$ cat config.mk
export PLATFORM = sky130hd
export DESIGN_NAME = sub32_nsr
export DESIGN_NICKNAME = d
export VERILOG_FILES = /design/src/rtl/sub32_pkg.sv /design/src/rtl/sub4_bla.sv /design/src/rtl/sub32_nsr.sv
export SDC_FILE = /design/constraint.sdc
export NUM_CORES = 1
export LEC_CHECK = 0
export BUFFER_PORTS_ARGS = -buffer_cell sky130_fd_sc_hd__buf_2
export CORE_MARGIN = 3
export CORE_UTILIZATION = 50
export CTS_CLUSTER_SIZE = 24
export DETAILED_ROUTE_END_ITERATION = 12
export PLACE_DENSITY_LB_ADDON = 0.2
export REMOVE_ABC_BUFFERS = 1
export SLEW_MARGIN = 30
export SYNTH_ARGS = -nofsm -noshare
export SYNTH_HDL_FRONTEND = slang
export SYNTH_HIERARCHICAL = 1
export SYNTH_SLANG_ARGS = --single-unit
$ cat constraint.sdc
create_clock -name clk -period 1.9 [get_ports clk]
set_input_delay 0.19 -clock clk [delete_from_list [all_inputs] [get_ports clk]]
set_output_delay 0.19 -clock clk [all_outputs]
set_load 0.01 [all_outputs]
$ cat src/rtl/sub32_pkg.sv
// Shared constants and types for the nibble-serial 32-bit subtractor.
package sub32_pkg;

  localparam int W   = 32;
  localparam int NIB = 4;
  localparam int CNT_W = $clog2(W / NIB);

  typedef enum logic [1:0] {
    IDLE = 2'd0,
    RUN  = 2'd1,
    DONE = 2'd2
  } state_t;

endpackage

$ cat src/rtl/sub4_bla.sv
// Combinational 4-bit borrow-lookahead subtractor slice: dn = an - bn - bin.
module sub4_bla (
  input  logic [3:0] an,
  input  logic [3:0] bn,
  input  logic       bin,
  output logic [3:0] dn,
  output logic       bout
);

  logic [3:0] g;
  logic [3:0] p;
  logic [4:0] br;

  // A bit borrows on its own when 0-1; it passes an incoming borrow when the bits are equal.
  assign g = ~an & bn;
  assign p = ~(an ^ bn);

  assign br[0] = bin;
  assign br[1] = g[0] | (p[0] & bin);
  assign br[2] = g[1] | (p[1] & g[0]) | (p[1] & p[0] & bin);
  assign br[3] = g[2] | (p[2] & g[1]) | (p[2] & p[1] & g[0])
               | (p[2] & p[1] & p[0] & bin);
  assign br[4] = g[3] | (p[3] & g[2]) | (p[3] & p[2] & g[1])
               | (p[3] & p[2] & p[1] & g[0]) | (p[3] & p[2] & p[1] & p[0] & bin);

  assign dn   = an ^ bn ^ br[3:0];
  assign bout = br[4];

endmodule

$ cat src/rtl/sub32_nsr.sv
// Nibble-serial subtractor: one 4-bit borrow-lookahead slice reused over N_NIB cycles.
// Handshake: start is accepted only in IDLE; done pulses for one cycle and results hold until the next completion.
module sub32_nsr
  import sub32_pkg::*;
#(
  parameter int N_NIB = W / NIB
) (
  input  logic         clk,
  input  logic         reset_n,
  input  logic         start,
  input  logic [W-1:0] a,
  input  logic [W-1:0] b,
  input  logic         bi,
  output logic         busy,
  output logic         done,
  output logic [W-1:0] d,
  output logic         bo,
  output logic         ov,
  output logic         z,
  output state_t       dbg_state
);

  state_t             state;
  state_t             state_nx;
  logic [CNT_W-1:0]   cnt;
  logic [W-1:0]       a_sh;
  logic [W-1:0]       b_sh;
  logic [W-1:0]       d_sh;
  logic [W-1:0]       d_nx;
  logic               brw;
  logic               a_msb;
  logic               b_msb;
  logic [NIB-1:0]     dn;
  logic               bout;
  logic               last;

  sub4_bla u_slice (
    .an   (a_sh[NIB-1:0]),
    .bn   (b_sh[NIB-1:0]),
    .bin  (brw),
    .dn   (dn),
    .bout (bout)
  );

  assign last = (cnt == CNT_W'(N_NIB - 1));
  assign d_nx = {dn, d_sh[W-1:NIB]};

  always_ff @(posedge clk) begin
    if (!reset_n) state <= IDLE;
    else          state <= state_nx;
  end

  always_comb begin
    state_nx = state;
    case (state)
      IDLE:    if (start) state_nx = RUN;
      RUN:     if (last)  state_nx = DONE;
      DONE:    state_nx = IDLE;
      default: state_nx = IDLE;
    endcase
  end

  always_comb begin
    busy      = (state == RUN) || (state == DONE);
    done      = (state == DONE);
    dbg_state = state;
  end

  always_ff @(posedge clk) begin
    if (!reset_n) begin
      cnt   <= '0;
      a_sh  <= '0;
      b_sh  <= '0;
      d_sh  <= '0;
      brw   <= 1'b0;
      a_msb <= 1'b0;
      b_msb <= 1'b0;
      d     <= '0;
      bo    <= 1'b0;
      ov    <= 1'b0;
      z     <= 1'b0;
    end else begin
      case (state)
        IDLE: if (start) begin
          a_sh  <= a;
          b_sh  <= b;
          brw   <= bi;
          cnt   <= '0;
          a_msb <= a[W-1];
          b_msb <= b[W-1];
        end
        RUN: begin
          a_sh <= a_sh >> NIB;
          b_sh <= b_sh >> NIB;
          brw  <= bout;
          cnt  <= cnt + 1'b1;
          d_sh <= d_nx;
          // The final slice supplies the top nibble, so flags are taken from d_nx directly.
          if (last) begin
            d  <= d_nx;
            bo <= bout;
            ov <= (a_msb ^ b_msb) & (dn[NIB-1] ^ a_msb);
            z  <= (d_nx == '0);
          end
        end
        default: ;
      endcase
    end
  end

endmodule

Word level (Yosys, flattened, before mapping)
Index checks and enable logic that the tools add are counted.
{ "op_classes": {"n_addsub": 1, "n_mul": 0, "div_mod_pow": 0, "order_cmp": 0, "eq_ne": 5, "n_shift": 0, "muxes": 11, "bitwise_logic": 34, "n_reduce_logical": 8} }
{ "ops": {"columns": ["operator", "n"], "rows": [
  ["case mux 32 bit (2 select lines)", 2],
  ["two-way mux 32 bit", 2],
  ["logical NOT 32 bit", 1],
  ["bitwise AND 1 bit", 17],
  ["OR 1 bit", 10],
  ["inverter 4 bit", 2],
  ["AND reduction 2 bit", 4],
  ["XOR 4 bit", 2],
  ["case mux 3 bit (2 select lines)", 1],
  ["bitwise AND 4 bit", 1],
  ["two-way mux 2 bit", 2],
  ["!= test 2 bit, second input constant", 2],
  ["case mux 2 bit (2 select lines)", 1],
  ["adder 3 x 1 -> 3 bit, second input constant", 1],
  ["equality test 3 bit, second input constant", 1],
  ["two-way mux 3 bit", 1],
  ["equality test 2 x 1 -> 1 bit, second input constant", 1],
  ["equality test 2 bit, second input constant", 1],
  ["logical NOT 2 bit", 1],
  ["case mux 1 bit (2 select lines)", 1],
  ["nonzero test 2 bit", 1],
  ["XOR 1 bit", 2],
  ["logical OR 1 bit", 1],
  ["two-way mux 1 bit", 1]
]} }
{ "word_totals": {"reg_bits": 139, "latch_bits": 0, "mem_bits_rw": 0, "mem_bits_ro": 0, "output_inout_bits": 39, "wordCells": 71, "mem_count": 0} }

Longest topological paths before layout
{ "depth": {"word_depth": 9, "ltp_mapped": 8, "depth_no_buf": 8} }

Modules after synthesis
Netlist, hierarchy kept.
{ "modules_own_cells": {"columns": ["module", "n_inst", "cells_each", "area_per_inst_um2", "seq_area_each_um2"], "rows": [
  ["sub32_nsr", 1, 600, 5884.4, 2702.6],
  ["sub4_bla", 1, 27, 196.4, 0.0]
]} }

Least setup slack after synthesis
No wires, ideal clock.
{ "synth_timing": {"path_kind": "register to register", "from": "reg a_sh[0]", "to": "reg ov", "setup_ps": 59, "arrival_time_ps": 1812, "t_required_ps": 1841, "path_slack_ps": 30, "path_stages_with_launch": 9, "cell_sequence": "dfxtp_1 -> inv_1 -> ha_1 -> a21oi_1 -> nor2_1 -> nand3b_1 -> or3b_2 -> nand3_1 -> o211a_1"} }
{ "synth_via": {"elab_chain_cells": 8, "word_cells_on_any_way": 12} }
{ "synth_rtl": {"columns": ["element", "line_no", "source"], "rows": [
  ["from (decl)", "sub32_nsr.sv:26", "logic [W-1:0] a_sh;"],
  ["from (signal assigned)", "sub32_nsr.sv:93", "a_sh <= a_sh >> NIB;"],
  ["inverter 4 bit / XOR 4 bit (equally long branches)", "sub4_bla.sv:15, sub4_bla.sv:16", null],
  ["bitwise AND 4 bit / inverter 4 bit (equally long branches)", "sub4_bla.sv:15, sub4_bla.sv:16", null],
  ["bitwise AND 1 bit, on equally long branches", "sub4_bla.sv:21, sub4_bla.sv:22", null],
  ["OR 1 bit / bitwise AND 1 bit (equally long branches)", "sub4_bla.sv:21, sub4_bla.sv:22", null],
  ["OR 1 bit *", "sub4_bla.sv:22", "| (p[2] & p[1] & p[0] & bin);"],
  ["XOR 4 bit *", "sub4_bla.sv:26", "assign dn = an ^ bn ^ br[3:0];"],
  ["via dn[3]", "sub32_nsr.sv:33", "logic [NIB-1:0] dn;"],
  ["XOR 1 bit *", "sub32_nsr.sv:102", "ov <= (a_msb ^ b_msb) & (dn[NIB-1] ^ a_msb);"],
  ["bitwise AND 1 bit *", "sub32_nsr.sv:102", null],
  ["to (signal assigned)", "sub32_nsr.sv:102", null],
  ["to (decl)", "sub32_nsr.sv:18", "output logic ov,"]
]} }
The timed path passes the listed nets; every way through them passes the cells marked *.
A chain may end at the register's enable or synchronous reset.

Final worst setup path
Same ends and word-level chain as after synthesis.

==> results.md <==
* Gpl congestion at 0.799
* Cell-internal power at 0.00582 W
* # rows at 39
* Outcome: complete, no violations
* Chip height at 116 um
* Final hold vios at 0
* Pwr Density at 1040 nW/um2
* Clk_lat worst skew at 0.41 ns
* Clock Skews at 0.00711 ns
* Max Cap Viol at 0
* Number of I/O pins at 107
* Fin area at 7430 um2
* Peak VDD IR at 682 uV
* Cell Area, Placed at 6730 um2
* Critical Path Fanout Max at 2
* Slowest CP cell: or3b_2
* Flop pwr share at 40.4%
* CTS tree: yes
* First-pass GRT wire length at 21.6 mm
* Delay of the slowest critical-path stage at 0.44 ns
* Clock sink total at 135
* Tightest Hold Check Type: in2reg
* Htree depth at 4
* Vias per cell at 5.29
* Avg Cell Area, Syn at 9.70 um2
* Crit-path cells: inv_1 > ha_4 > a21oi_2 > nor2_1 > nand3b_1 > or3b_2 > nand3_1 > o211a_1
* Max clock buf depth at 2
* Minimum clock period at 1.83 ns
* Most frequent cells in the layout: 135 x nand2_1, 134 x dfxtp_1, 105 x buf_2, 86 x mux2i_1, 58 x o211a_1
* IO Port Bufs at 106
* Clock-pin slew on the worst setup and hold paths at 0.06 ns
* Core Footprint at 11700 um2
* WP data arrival at 2.19 ns
* Mapped Cells at 627
* Die Width at 116 um
* CP Launch Type: flip-flop
* Hold_ws at 0.0745 ns
* Final HPWL DP at 8.76 mm
* Starting DRT DRC Count at 194
* Num CTS Buffers at 17
* Primary FF master, synth: dfxtp_1
* Tcrit/Tclk final at 96.4%
* Hold_buf cts at 0
* Post-synthesis cell type count at 33
* EDFF count, synth at 0
* Fin util at 63.7%
* Synthesized area at 6080 um2
* WS Path Type: reg2reg
* Least-Margin Pin Slew at 0.545 ns
* Area growth syn-to-layout at 22.2%
* Pre-antenna DRT Iters at 4
* Vias in the first global route at 4768
* Commonest non-fill, non-tap cell in the layout: nand2_1
* Sw frac at 24.7%
* CTS root buffer: clkbuf_16
* Clock share of power at 45.1%
* Post-route antenna net violation count at 0
* Vias at 4647
* Sw power at 0.00191 W
* WL final at 12.8 mm
* Max Slew Vio Count at 0
* Drt wl/cell at 14.6 um
* Finished Layout Cells at 878
* Inst Count DP at 845
* Initial Utilization at 52.1%
* Seq cells post-synth at 135
* Total congestion overflow at 0
* Setup-failing EPs final at 0
* Critical path required time at 2.26 ns
* Critical Path Sink Type: flip-flop
* FFs w/ async S/R, synth at 0%
* Gr usage total at 20.1%
* Drt drc at 0
* Initial antenna violation count at 1
* Ys Warns at 6
* Fin nets at 800
* Die area at 13500 um2
* Sequential-to-total area share from yosys stat at 44.4%
* Fraction of layout cells with a size suffix above 1 at 23.2%
* Lkg Pwr at 3.52 nW
* Setup bufs post-CTS at 0
* Combinational power share at 14.4%
* Largest net degree at the start of global routing at 61
* Rel. slew slack at 63.3%
* F_max at 0.546 GHz
-- cell families (layout without fill, tap and decap cells) --
family	count (synthesis)	count (layout)	share of synthesized area, %
muxes	87	87	14.4
DFF	135	135	44.4
adders and majority gates	11	11	2.39
buffers and inverters	58	165	5.31
and+or+nand+nor	210	210	15.7
AOI/OAI and AO/OA	124	124	17.4
xor gates and xnor gates	2	2	0.288
other	0	1	0
-- worst max-delay path, delay by kind of cell, from the launching register on --
kind                     cells  cell delay [ns]
flip-flops                   1             0.33
adder cells (fa/ha/maj)      1             0.26
AND/OR/NAND/NOR              4             0.77
buffers and inverters        1             0.11
AO/OA/AOI/OAI                2             0.29
-- state kept, by name (all words and copies together) (netlist names) --
signal,flops
z,1
d,32
d_sh,28
bo,1
dbg_state,2
b_sh,32
ov,1
brw,1
a_msb,1
a_sh,32
cnt,3
b_msb,1
-- final cells by class --
class | count | area (um2)
fill | 984 | 4230
multi-input combinational | 434 | 3130
sequential | 135 | 2700
timing repair buffer | 124 | 743
clock buffer | 18 | 439
clock inverter | 14 | 199
tap | 143 | 179
inverter | 9 | 33.8
antenna | 1 | 2.50
-- metal layers --
| layer | track usage, % | wire length, um | vias to the layer above |
|---|---|---|---|
| met4 | 7.66 | 295 | 2 |
| met1 | 22.4 | 5500 | 2150 |
| met3 | 6.42 | 749 | 25 |
| met2 | 35.6 | 6240 | 103 |
| met5 | 0 | 13 | - |
| li1 | - | - | 2367 |
-- path summary, 6_finish.rpt --
kind	from	endpoint	slack (ns)	cells past startpoint
setup / recovery	a_sh[0]	ov	0.07	8
hold / removal	b[31]	b_msb	0.07	3
setup reg to reg	a_sh[0]	ov	0.07	8
hold reg to reg	d[17]	d[17]	0.45	2
-- power by group through the flow --
stage	clock network, W	logic, W	registers (W)
floorplan	0	0.000774	0.00315
global placement	0	0.00104	0.00317
detailed placement	0	0.00107	0.00318
CTS	0.00355	0.00109	0.00312
global route	0.00369	0.00124	0.00315
finish	0.00349	0.00112	0.00312
-- repair_timing --
item                       in CTS  in global routing
resized for setup               2                  8
pin swaps                       0                  4
setup endpoints to repair       2                  3
-- Yosys cell counts (all sizes together), types with 2 or more instances --
| cell type | count | area share (%) |
|---|---|---|
| a21boi | 44 | 5.4 |
| a21o | 10 | 1.2 |
| a21oi | 5 | 0.41 |
| a32oi | 2 | 0.29 |
| buf | 29 | 3.5 |
| clkbuf | 20 | 1.2 |
| dfxtp | 135 | 44 |
| ha | 10 | 2.1 |
| inv | 9 | 0.56 |
| mux2i | 86 | 14 |
| nand2 | 136 | 8.4 |
| nand2b | 10 | 1.0 |
| nand3 | 13 | 1.1 |
| nand3b | 3 | 0.37 |
| nor2 | 3 | 0.19 |
| nor2b | 32 | 3.3 |
| nor3 | 3 | 0.25 |
| nor4 | 6 | 0.62 |
| o211a | 58 | 9.5 |
| o21ai | 3 | 0.25 |
| xor2 | 2 | 0.29 |
-- stage by stage --
step           power [W]  setup TNS, ns  setup slack [ns]
5_1_grt          0.00808        -0.0213           -0.0197
6_report         0.00773              0            0.0688
3_3_place_gp     0.00421              0            0.0555
4_1_cts          0.00777              0           0.00663
2_1_floorplan    0.00392        -382.99             -3.34
3_5_place_dp     0.00425        -0.0146           -0.0115
No activity file was read; power rests on OpenSTA's default activity.
